$ cat src/rtl/ysyx_25020037_ifu_pkg.sv
// ============================================================================
// Module      : ysyx_25020037_ifu_pkg
// Description : Shared types and constants for the instruction fetch unit.
// Revision    : 1.0 - initial release
// ============================================================================
`default_nettype none

package ysyx_25020037_ifu_pkg;

    typedef enum logic [1:0] {
        IFU_IDLE = 2'd0,
        IFU_ADDR = 2'd1,
        IFU_DATA = 2'd2,
        IFU_HOLD = 2'd3
    } ifu_state_e;

    localparam int          FU_TO_DU_BUS_WD = 64;
    localparam logic [31:0] IFU_RESET_PC    = 32'h3000_0000;
    localparam logic [31:0] IFU_ALIGN_MASK  = 32'hFFFF_FFFC;
    localparam logic [1:0]  IFU_RESP_OKAY   = 2'b00;

    // Redirect targets are word-aligned; the low two bits are discarded.
    function automatic logic [31:0] ifu_align(input logic [31:0] addr);
        return addr & IFU_ALIGN_MASK;
    endfunction

endpackage

`default_nettype wire

$ cat src/rtl/ysyx_25020037_ifu.sv
// ============================================================================
// Module      : ysyx_25020037_ifu
// Description : Instruction fetch unit with one outstanding read, redirects.
// Revision    : 1.0 - initial release
// ============================================================================
`default_nettype none

module ysyx_25020037_ifu
    import ysyx_25020037_ifu_pkg::*;
#(
    parameter logic [31:0] RESET_PC = IFU_RESET_PC
) (
    input  logic                       clk,
    input  logic                       rst,

    output logic                       ifu_valid,
    input  logic                       idu_ready,
    output logic [FU_TO_DU_BUS_WD-1:0] fu_to_du_bus,
    output logic                       ifu_access_fault,

    input  logic                       exu_dnpc_valid,
    input  logic [31:0]                exu_dnpc,

    output logic                       ifu_arvalid,
    output logic [31:0]                ifu_araddr,
    input  logic                       ifu_arready,
    input  logic                       ifu_rvalid,
    input  logic [31:0]                ifu_rdata,
    input  logic [1:0]                 ifu_rresp,
    output logic                       ifu_rready
);

    ifu_state_e                 state_q, state_d;
    logic [31:0]                pc_q, pc_d;
    logic                       redir_pend_q, redir_pend_d;
    logic [31:0]                redir_pc_q, redir_pc_d;
    logic [FU_TO_DU_BUS_WD-1:0] bus_q, bus_d;
    logic                       fault_q, fault_d;

    logic [31:0]                redir_tgt;
    logic                       resp_err;

    assign redir_tgt = ifu_align(exu_dnpc);
    assign resp_err  = (ifu_rresp != IFU_RESP_OKAY);

    always_comb begin
        state_d      = state_q;
        pc_d         = pc_q;
        redir_pend_d = redir_pend_q;
        redir_pc_d   = redir_pc_q;
        bus_d        = bus_q;
        fault_d      = fault_q;

        case (state_q)
            IFU_IDLE: begin
                state_d = IFU_ADDR;
                if (exu_dnpc_valid) begin
                    pc_d = redir_tgt;
                end
            end

            IFU_ADDR: begin
                if (exu_dnpc_valid) begin
                    redir_pend_d = 1'b1;
                    redir_pc_d   = redir_tgt;
                end
                if (ifu_arready) begin
                    state_d = IFU_DATA;
                end
            end

            IFU_DATA: begin
                if (exu_dnpc_valid) begin
                    redir_pend_d = 1'b1;
                    redir_pc_d   = redir_tgt;
                end
                if (ifu_rvalid) begin
                    // A redirect landing with the response still squashes it.
                    if (redir_pend_q || exu_dnpc_valid) begin
                        state_d      = IFU_ADDR;
                        pc_d         = exu_dnpc_valid ? redir_tgt : redir_pc_q;
                        redir_pend_d = 1'b0;
                    end else begin
                        state_d = IFU_HOLD;
                        bus_d   = {pc_q, (resp_err ? 32'h0 : ifu_rdata)};
                        fault_d = resp_err;
                    end
                end
            end

            IFU_HOLD: begin
                if (exu_dnpc_valid) begin
                    state_d = IFU_ADDR;
                    pc_d    = redir_tgt;
                end else if (idu_ready) begin
                    state_d = IFU_ADDR;
                    pc_d    = pc_q + 32'd4;
                end
            end

            default: begin
                state_d = IFU_IDLE;
            end
        endcase
    end

    always_ff @(posedge clk) begin
        if (rst) begin
            state_q      <= IFU_IDLE;
            pc_q         <= RESET_PC;
            redir_pend_q <= 1'b0;
            redir_pc_q   <= 32'h0;
            bus_q        <= '0;
            fault_q      <= 1'b0;
        end else begin
            state_q      <= state_d;
            pc_q         <= pc_d;
            redir_pend_q <= redir_pend_d;
            redir_pc_q   <= redir_pc_d;
            bus_q        <= bus_d;
            fault_q      <= fault_d;
        end
    end

    // Handshake outputs come straight from the state register.
    assign ifu_arvalid      = (state_q == IFU_ADDR);
    assign ifu_rready       = (state_q == IFU_DATA);
    assign ifu_valid        = (state_q == IFU_HOLD);
    assign ifu_araddr       = pc_q;
    assign fu_to_du_bus     = bus_q;
    assign ifu_access_fault = fault_q;

endmodule

`default_nettype wire

$ cat config.mk
export PLATFORM = sky130hd
export DESIGN_NAME = ysyx_25020037_ifu
export DESIGN_NICKNAME = d
export VERILOG_FILES = /design/src/rtl/ysyx_25020037_ifu_pkg.sv /design/src/rtl/ysyx_25020037_ifu.sv
export SDC_FILE = /design/constraint.sdc
export NUM_CORES = 1
export LEC_CHECK = 0
export ABC_AREA = 0
export BUFFER_PORTS_ARGS = -buffer_cell sky130_fd_sc_hd__buf_2
export CAP_MARGIN = 20
export CORE_ASPECT_RATIO = 1.75
export CORE_MARGIN = 5
export CORE_UTILIZATION = 50
export CTS_BUF_LIST = sky130_fd_sc_hd__clkbuf_16
export DETAILED_ROUTE_END_ITERATION = 8
export PLACE_DENSITY = 0.78
export SYNTH_ARGS = -nofsm -noshare
export SYNTH_HDL_FRONTEND = slang
export SYNTH_SLANG_ARGS = --single-unit
$ cat constraint.sdc
create_clock -name clk -period 3.5 [get_ports clk]
set_input_delay 0.35 -clock clk [delete_from_list [all_inputs] [get_ports clk]]
set_output_delay 0.35 -clock clk [all_outputs]
set_load 0.005 [all_outputs]
==> metrics.txt, run 1 <==
Worst Tran Pin Value around 0.72 ns; Post-CTS Resized 0; die height ~150 um; Synth Flop Type dfxtp_1; gr usage total a little under a quarter; final cycle utilization of the critical path around 80%; Max Fanout on Critical Path 12; post-DP HPWL around 12,000 um; Setup-failing EPs final 0; Min-Delay Path Class in2reg; met2 wire length around 8000 um; WS Path Type reg2reg; clk sink count approximately 130; Std-Cell Rows 52; number of synthesized register bits ~130; Post-synth EDFFs 0; clock skew approximately 0.0097 ns; drt pass-1 iters 5; VDD IR-drop max between 400 and 500 uV; # IOs ~170; YS warnings 0; most frequent cells in the layout buf_2, nand2_1, dfxtp_1; Initial Utilization approximately half; pin count of the biggest net entering global routing 46; DRT iter0 DRCs 471; Unique masters post-synth 55; RSZ-0062 raised after global routing false; pwr dens about 520 nW/um2; Hold Buf Count CTS 0; Worst Min Path Start ifu_rdata[10]; Post-Place Worst Slack 0.831 ns; area grow syn2layout 25.9%; WHS Endpoint fu_to_du_bus[10]; first-pass GRT wire length 27,400 um; ys async rst share 0%; Lkg Pwr ~0.0031 uW; setup bufs post-CTS 0; CP Launch Type flop; area of the multi-input gates between 2000 and 3000 um2; Longest Clk Path Bufs 2; top sig layer met4; routed via count about 5,900; # DRC 0; Worst R2R End ifu_araddr[28]; layout cell share with drive strength beyond 1 roughly 25%; outcome complete, no violations; Synthesized Nets approximately 810; syn_area_per_cell just under 8 um2; clock-pin slew on the worst setup and hold paths around 0.060 ns; Placer Congestion between 0.9 and 1; root buf cell clkbuf_16; initial antenna violation count 0; Hold Fails Final Rpt 0; slack of the critical path 0.780 ns; reg2reg path depth 6; worst hold path stage count 3; die area between 10,000 and 15,000 um2; wire length per cell 16.3 um; Fmax approximately 370 MHz; maxcap violations 0; htree depth 4; CP endpoint kind flop; final wirelength 16,700 um; Routed Antenna Nets 0; sequential-to-total area share from yosys stat a little under half; vias in the first global route around 5,600; CTS tree built; core area 11,500 um2; relative slew slack between 50% and 60%; WL met1 approximately 6600 um; setup TNS 0 ns; layout net count approximately 960; min cycle time layout ~2.7 ns; Reg area between 2000 and 3000 um2; gr ovfl total 0; fillers slightly above 1,000; commonest non-fill, non-tap cell in the layout buf_2; Req. time, crit path a little under 4 ns; Worst-Skew Late Latency 0.41 ns; Die X 91.2 um; via/cell ratio ~5.7; Synth Cell Area 5770 um2; Antenna Cells 0; Gate Count Post-Synth 735; port bufs approximately 170; CP Data Arrival Time slightly above 3 ns; Reg-to-Reg Start ifu_araddr[2]; DR WL met3 ~1500 um; CTS Buf Count 17; Final Slew Violations 0; R2R Setup Slk about 0.78 ns
[sequential cells by signal, summed over array words and instances (netlist names)]
signal / flops
state_q: 2
redir_pend_q: 1
ifu_araddr: 32
fu_to_du_bus: 64
ifu_access_fault: 1
redir_pc_q: 32
[critical path, stage by stage, from the launching register on]
cell     delay (ns)
dfxtp_1        0.48
ha_1           0.27
nand3_1        0.18
or4_4          0.68
or4_4          0.56
o41ai_2        0.30
a221o_1        0.19
[per-stage QoR]
stage	area, um2	total power, uW	util (%)	instances	hold WS [ns]
detailed placement	6680	2170	58.4	993	0.442
finish	7260	3800	63.4	1025	0.170
global route	7260	3970	63.4	1025	0.173
CTS	7230	3810	63.2	1024	0.161
floorplan	5770	1960	-	735	0.432
global placement	6680	2160	58.4	993	0.438
[per-layer routing]
layer  track usage, %  vias up
li1                 -     2894
met1             28.1     2670
met2             38.5      272
met3             7.67       34
met4             10.5        0
met5                0        -
[report_power, final]
part | leakage [uW] | internal, uW | switching, uW
clock network | 0.000273 | 1020 | 627
logic | 0.00175 | 188 | 273
registers | 0.00107 | 1580 | 110
[worst max-delay path by stage]
stage	to	slack, ns	startpoint	cells after the start
finish	ifu_araddr[28]	0.78	ifu_araddr[2]	6
global placement	ifu_araddr[28]	0.88	ifu_araddr[2]	6
detailed placement	ifu_araddr[28]	0.83	ifu_araddr[2]	6
CTS	ifu_araddr[28]	0.82	ifu_araddr[2]	6
global route	ifu_araddr[13]	0.61	state_q[0]	7
floorplan	ifu_araddr[28]	1.19	ifu_araddr[2]	6
[final cells by class]
type | instances | area share (%)
multi-input cells | 532 | 39.6
flip-flops and latches | 132 | 36.4
repair buffers | 185 | 13.6
clock inverters | 14 | 1.69
inverters | 10 | 0.517
well taps | 135 | 2.33
clock buffers | 17 | 5.86
[cells by family (layout without fill, tap and decap cells)]
group / after synthesis / count (layout) / share of synthesized area (%)
and+or+nand+nor: 300 / 300 / 23.2
AOI/OAI and AO/OA: 223 / 223 / 24.5
DFF: 132 / 132 / 45.8
buffers and inverters: 71 / 226 / 4.66
adders and majority gates: 6 / 6 / 1.30
muxes: 3 / 3 / 0.542
[cell usage after synthesis (4+ instances only)]
cell / count / area share (%)
nand2_1: 161 / 10
and4_1: 4 / 0.61
a31oi_1: 7 / 0.76
nand3_1: 16 / 1.4
nor3_1: 14 / 1.2
ha_1: 6 / 1.3
a21oi_1: 92 / 8.0
and2_1: 5 / 0.54
o21ai_0: 34 / 3.0
clkbuf_1: 57 / 3.7
and3_1: 12 / 1.3
a22oi_1: 45 / 5.9
inv_1: 10 / 0.65
nand4_1: 8 / 0.87
dfxtp_1: 132 / 46
a22o_1: 11 / 1.7
a21o_1: 4 / 0.52
nor4_1: 6 / 0.65
nor2_1: 55 / 3.6
No activity file was read; power rests on OpenSTA's default activity.
==> run 2, diff against run 1 <==
Clock period 3.5 ns to 2.67 ns, I/O delays scaled along.
==> metrics.txt, run 2 (same netlist as run 1, synthesis figures left out) <==
outcome complete, no violations; Reg-to-Reg Start ifu_araddr[3]; pwr dens 694 nW/um2; DRT iter0 DRCs between 400 and 500; final core occ between 60% and 70%; gr usage total around a quarter; maxcap violations 0; Longest Clk Path Bufs 2; Hold Fails Final Rpt 0; wire length per cell roughly 16 um; gr ovfl total 0; fillers ~1,100; die height approximately 150 um; Flop pwr share between 40% and 50%; VDD IR-drop max about 540 uV; post-DP HPWL 12,100 um; htree depth 4; die area around 14,000 um2; most frequent cells in the layout buf_2, nand2_1, dfxtp_1; combinational power share 12.2%; sw power 1450 uW; clk sink count between 100 and 150; CP endpoint kind flop; RSZ-0062 raised after global routing false; R2R Setup Slk 0.17 ns; Clk pwr share between 40 and 50%; Initial Utilization approximately half; Worst-Skew Late Latency between 0.4 and 0.5 ns; Die X 91.2 um; Req. time, crit path roughly 3.0 ns; CTS tree built; Min-Delay Path Class in2reg; pin count of the biggest net entering global routing 53; max reg flops 64; Placer Congestion 0.921; layout cell share with drive strength beyond 1 a little over a quarter; # IOs roughly 170; relative slew slack 55.1%; Final Slew Violations 0; sw frac between 20% and 30%; # DRC 0; Max Fanout on Critical Path 6; port bufs roughly 170; final wirelength between 15,000 and 20,000 um; Hold Buf Count CTS 0; via/cell ratio between 5 and 6; setup TNS 0 ns; vias in the first global route around 5,700; setup bufs post-CTS 0; WS Path Type reg2reg; CTS Buf Count 17; routed via count roughly 6,000; drt pass-1 iters 5; Worst Tran Pin Value about 0.67 ns; Post-CTS Resized 0; root buf cell clkbuf_16; CP Launch Type flop; Fmax approximately 400 MHz; reg2reg path depth 6; Antenna Cells 0; Std-Cell Rows 52; Int Pwr 3630 uW; Lkg Pwr 0.00313 uW; CP Data Arrival Time 2.87 ns; Setup-failing EPs final 0; commonest non-fill, non-tap cell in the layout buf_2; WHS Endpoint fu_to_du_bus[0]; Worst R2R End ifu_araddr[28]; area of the multi-input gates roughly 2900 um2; layout net count just under 1,000; Worst Min Path Start ifu_rdata[0]; Routed Antenna Nets 0; core area 11,500 um2; final cycle utilization of the critical path around 94%; worst hold path stage count 3; Reg area approximately 2600 um2; initial antenna violation count 0; min cycle time layout between 2 and 3 ns; clock skew around 0.009 ns; first-pass GRT wire length 27,800 um; area grow syn2layout 26.9%; clock-pin slew on the worst setup and hold paths roughly 0.06 ns
-- run 2: cell count changes in the layout (fill, tap and decap cells not counted), sizes merged --
cell	before	now
buf	185	193
bufinv	2	1
clkinv	8	3
inv	12	19
-- run 2: stage by stage --
stage / total power, uW / instances / setup slack, ns / area [um2] / hold slack [ns]
floorplan: 2570 / 735 / 0.364 / 5770 / 0.385
global placement: 2840 / 1002 / 0.277 / 6750 / 0.439
detailed placement: 2860 / 1002 / 0.198 / 6750 / 0.443
CTS: 5100 / 1034 / 0.185 / 7320 / 0.0662
global route: 5300 / 1034 / 0.000655 / 7320 / 0.0796
finish: 5080 / 1034 / 0.165 / 7320 / 0.0768
-- run 2: power by group through the flow --
| stage | Sequential, uW | Clock [uW] | Combinational (uW) |
|---|---|---|---|
| final | 2210 | 2250 | 618 |
| after global routing | 2230 | 2380 | 688 |
| after CTS | 2200 | 2280 | 616 |
| after detailed placement | 2250 | 0 | 613 |
| after global placement | 2240 | 0 | 602 |
| after floorplan | 2210 | 0 | 360 |
-- run 2: cell type report --
type	count	share of cell area, %
timing repair buffer	193	14.1
clock buffer	17	5.81
sequential	132	36.1
multi-input combinational	532	39.3
clock inverter	15	1.95
inverter	10	0.513
tap	135	2.31
-- run 2: worst max-delay path by stage --
stage / start / to / slack [ns] / cells after the start
after floorplan: ifu_araddr[2] / ifu_araddr[28] / 0.36 / 6
after global placement: ifu_araddr[3] / ifu_araddr[28] / 0.28 / 6
after detailed placement: ifu_araddr[3] / ifu_araddr[28] / 0.20 / 6
after CTS: ifu_araddr[3] / ifu_araddr[28] / 0.19 / 6
after global routing: state_q[0] / ifu_araddr[19] / 0.0007 / 7
final: ifu_araddr[3] / ifu_araddr[28] / 0.17 / 6
-- run 2: metal layers --
layer	wire length [um]	share of wire [%]	vias to the layer above	track usage, %
li1	-	-	2918	-
met1	6480	38	2746	28.0
met2	8460	50	256	40.3
met3	1440	8.5	39	7.08
met4	529	3.1	0	10.6
met5	0	0	-	0
-- run 2: worst max-delay path, cell delays in order, from the launching register on --
cell,delay (ns)
dfxtp_1,0.43
ha_1,0.26
nand3_1,0.17
or4_4,0.58
or4_4,0.54
o41ai_2,0.29
a221o_1,0.18
==> run 3, diff against run 2 <==
--- a/config.mk
+++ b/config.mk
@@ -7,3 +7,3 @@
 export LEC_CHECK = 0
-export ABC_AREA = 0
+export ABC_AREA = 1
 export BUFFER_PORTS_ARGS = -buffer_cell sky130_fd_sc_hd__buf_2
@@ -15,3 +15,4 @@
 export DETAILED_ROUTE_END_ITERATION = 8
-export PLACE_DENSITY = 0.78
+export HOLD_SLACK_MARGIN = 0.08
+export PLACE_DENSITY = 0.77
 export SYNTH_ARGS = -nofsm -noshare
--- a/constraint.sdc
+++ b/constraint.sdc
@@ -3,2 +3,2 @@
 set_output_delay 0.267 -clock clk [all_outputs]
-set_load 0.005 [all_outputs]
+set_load 0.02 [all_outputs]
==> metrics.txt, run 3 <==
Initial Utilization about half; max reg flops 64; combinational power share around 15%; Gate Count Post-Synth 810; fillers ~1,100; # DRC 0; number of synthesized register bits approximately 130; Final Slew Violations 0; Worst setup startpoint state_q[0]; WS Path Type reg2reg; crit-path cells inv_1, ha_1, nand2_2, o21ai_1, nor3_4, buf_4, o21ai_0, a31oi_1; area grow syn2layout 25.2%; die area 14,400 um2; final cycle utilization of the critical path 85.3%; CTS Buf Count 17; maxcap violations 0; top-count cell post-synth dfxtp_1; sequential-to-total area share from yosys stat between 40% and 50%; gr ovfl total 0; CP endpoint kind flop; pin count of the biggest net entering global routing 76; CTS tree built; Post-DP Area between 6000 and 7000 um2; Max Fanout on Critical Path 18; initial antenna violation count 0; Synth Cell Area between 6000 and 7000 um2; Unique masters post-synth roughly 40; layout cell share with drive strength beyond 1 between 20% and 30%; Post-synth EDFFs 0; sw power 1640 uW; Lkg Pwr ~0.0033 uW; Longest Clk Path Bufs 2; Req. time, crit path 3.00 ns; ys async rst share 0%; Worst Min Path Start ifu_rdata[26]; Clk pwr share between 40% and 50%; RSZ-0062 raised after global routing false; setup TNS 0 ns; CP Data Arrival Time 2.61 ns; Commonest cells post-synth dfxtp_1, nand2_1, nor2_1; sw frac slightly below 30%; relative slew slack approximately 48%; die height 155 um; final wirelength ~17,000 um; core area between 10,000 and 15,000 um2; Std-Cell Rows 53; gr usage total 23.6%; Worst Tran Pin Value between 0.7 and 0.8 ns; Routed Antenna Nets 0; Min-Delay Path Class in2reg; CP peak stage delay 0.40 ns; Synth Flop Type dfxtp_1; pwr dens around 730 nW/um2; Fmax around 440 MHz; Post-CTS Resized 0; min cycle time layout 2.28 ns; Finished Layout Cells around 1,100; Synth area leader dfxtp_1; wire length per cell ~15 um; routed via count a little over 6,000; Hold Fails Final Rpt 0; Worst-Skew Late Latency between 0.4 and 0.5 ns; CP max-delay cell dfxtp_1; Die X between 90 and 100 um; htree depth 4; DRT iter0 DRCs between 400 and 500; Hold Buf Count CTS 0; VDD IR-drop max 434 uV; clock-pin slew on the worst setup and hold paths about 0.06 ns; via/cell ratio about 5.5; post-DP HPWL 12,100 um; vias in the first global route 5,508; commonest non-fill, non-tap cell in the layout buf_2; setup bufs post-CTS 0; Reg-to-Reg Start state_q[0]; Placer Congestion ~0.9; drt pass-1 iters 6; Synthesized Nets around 900; Synth top area share between 40% and 50%; YS warnings 0; # IOs around 170; port bufs around 170; clock skew 0.00828 ns; first-pass GRT wire length between 20,000 and 30,000 um; Setup-failing EPs final 0; Antenna Cells 0; syn_area_per_cell roughly 7.4 um2; layout net count 1,037; Flop pwr share a little over two fifths; clk sink count approximately 130; outcome complete, no violations; root buf cell clkbuf_16; CP Launch Type flop; Cells after DPL 1,077; Finished Cell Area approximately 7500 um2; Area contributors post-synth dfxtp_1, nand2_1, a21oi_1; most frequent cells in the layout buf_2, dfxtp_1, nand2_1; Int Pwr between 3000 and 4000 uW
run 3: cell types whose count changed in the layout (fill, tap and decap cells not counted), moves of 12 or more:
cell / previous run / this run
and3_1: 12 / 0
nand3_1: 16 / 80
o21ai_0: 34 / 73
nand2_1: 161 / 123
nor2_1: 55 / 92
inv_1: 10 / 47
run 3: power by group through the flow:
stage          sequential, uW  combinational [uW]  clock [uW]
3_3_place_gp             2340                 827           0
4_1_cts                  2310                 844        2400
5_1_grt                  2340                 941        2490
2_1_floorplan            2390                 458           0
6_report                 2310                 841        2360
3_5_place_dp             2350                 837           0
run 3: routing by layer:
metal,part of all wire [%],global-route usage (%)
met1,40,29.4
met2,51,40.1
met3,6.8,4.93
met4,2.0,8.11
met5,0,0
run 3: through the flow:
step	hold WS, ns	total power, uW	setup slack [ns]	utilization [%]
2_1_floorplan	0.402	2850	0.824	-
3_3_place_gp	0.434	3170	0.450	58.2
3_5_place_dp	0.442	3180	0.441	58.2
4_1_cts	0.0844	5550	0.407	63.3
5_1_grt	0.0880	5770	0.209	63.3
6_report	0.0964	5520	0.393	63.3
run 3: area by class of cell:
type / instances / area, um2 / share of cell area (%)
multi-input cells: 573 / 2930 / 39.0
well taps: 137 / 171 / 2.28
inverters: 50 / 188 / 2.50
clock inverters: 15 / 178 / 2.36
clock buffers: 17 / 425 / 5.66
repair buffers: 185 / 978 / 13.0
flip-flops and latches: 132 / 2640 / 35.2
run 3: critical path: cells and delay by family, from the launching register on:
kind	cells	cell delay [ns]
AND/OR/NAND/NOR	2	0.66
AO/OA/AOI/OAI	3	0.48
flip-flops	1	0.40
buffers and inverters	2	0.38
adder cells (fa/ha/maj)	1	0.26
run 3: cell families (layout without fill, tap and decap cells):
family / count (synthesis) / count (layout) / synth area share (%)
simple gates: 332 / 332 / 24.7
compound gates: 231 / 231 / 22.2
flops: 132 / 132 / 44.0
buf+inv: 105 / 267 / 7.17
fa+ha+maj: 6 / 6 / 1.25
xor+xnor: 4 / 4 / 0.709
run 3: final timing paths:
kind	depth (start not counted)	endpoint	slack [ns]
setup reg to reg	8	ifu_araddr[23]	0.39
setup / recovery	8	ifu_araddr[23]	0.39
hold / removal	3	fu_to_du_bus[26]	0.1
hold reg to reg	2	redir_pc_q[30]	0.45
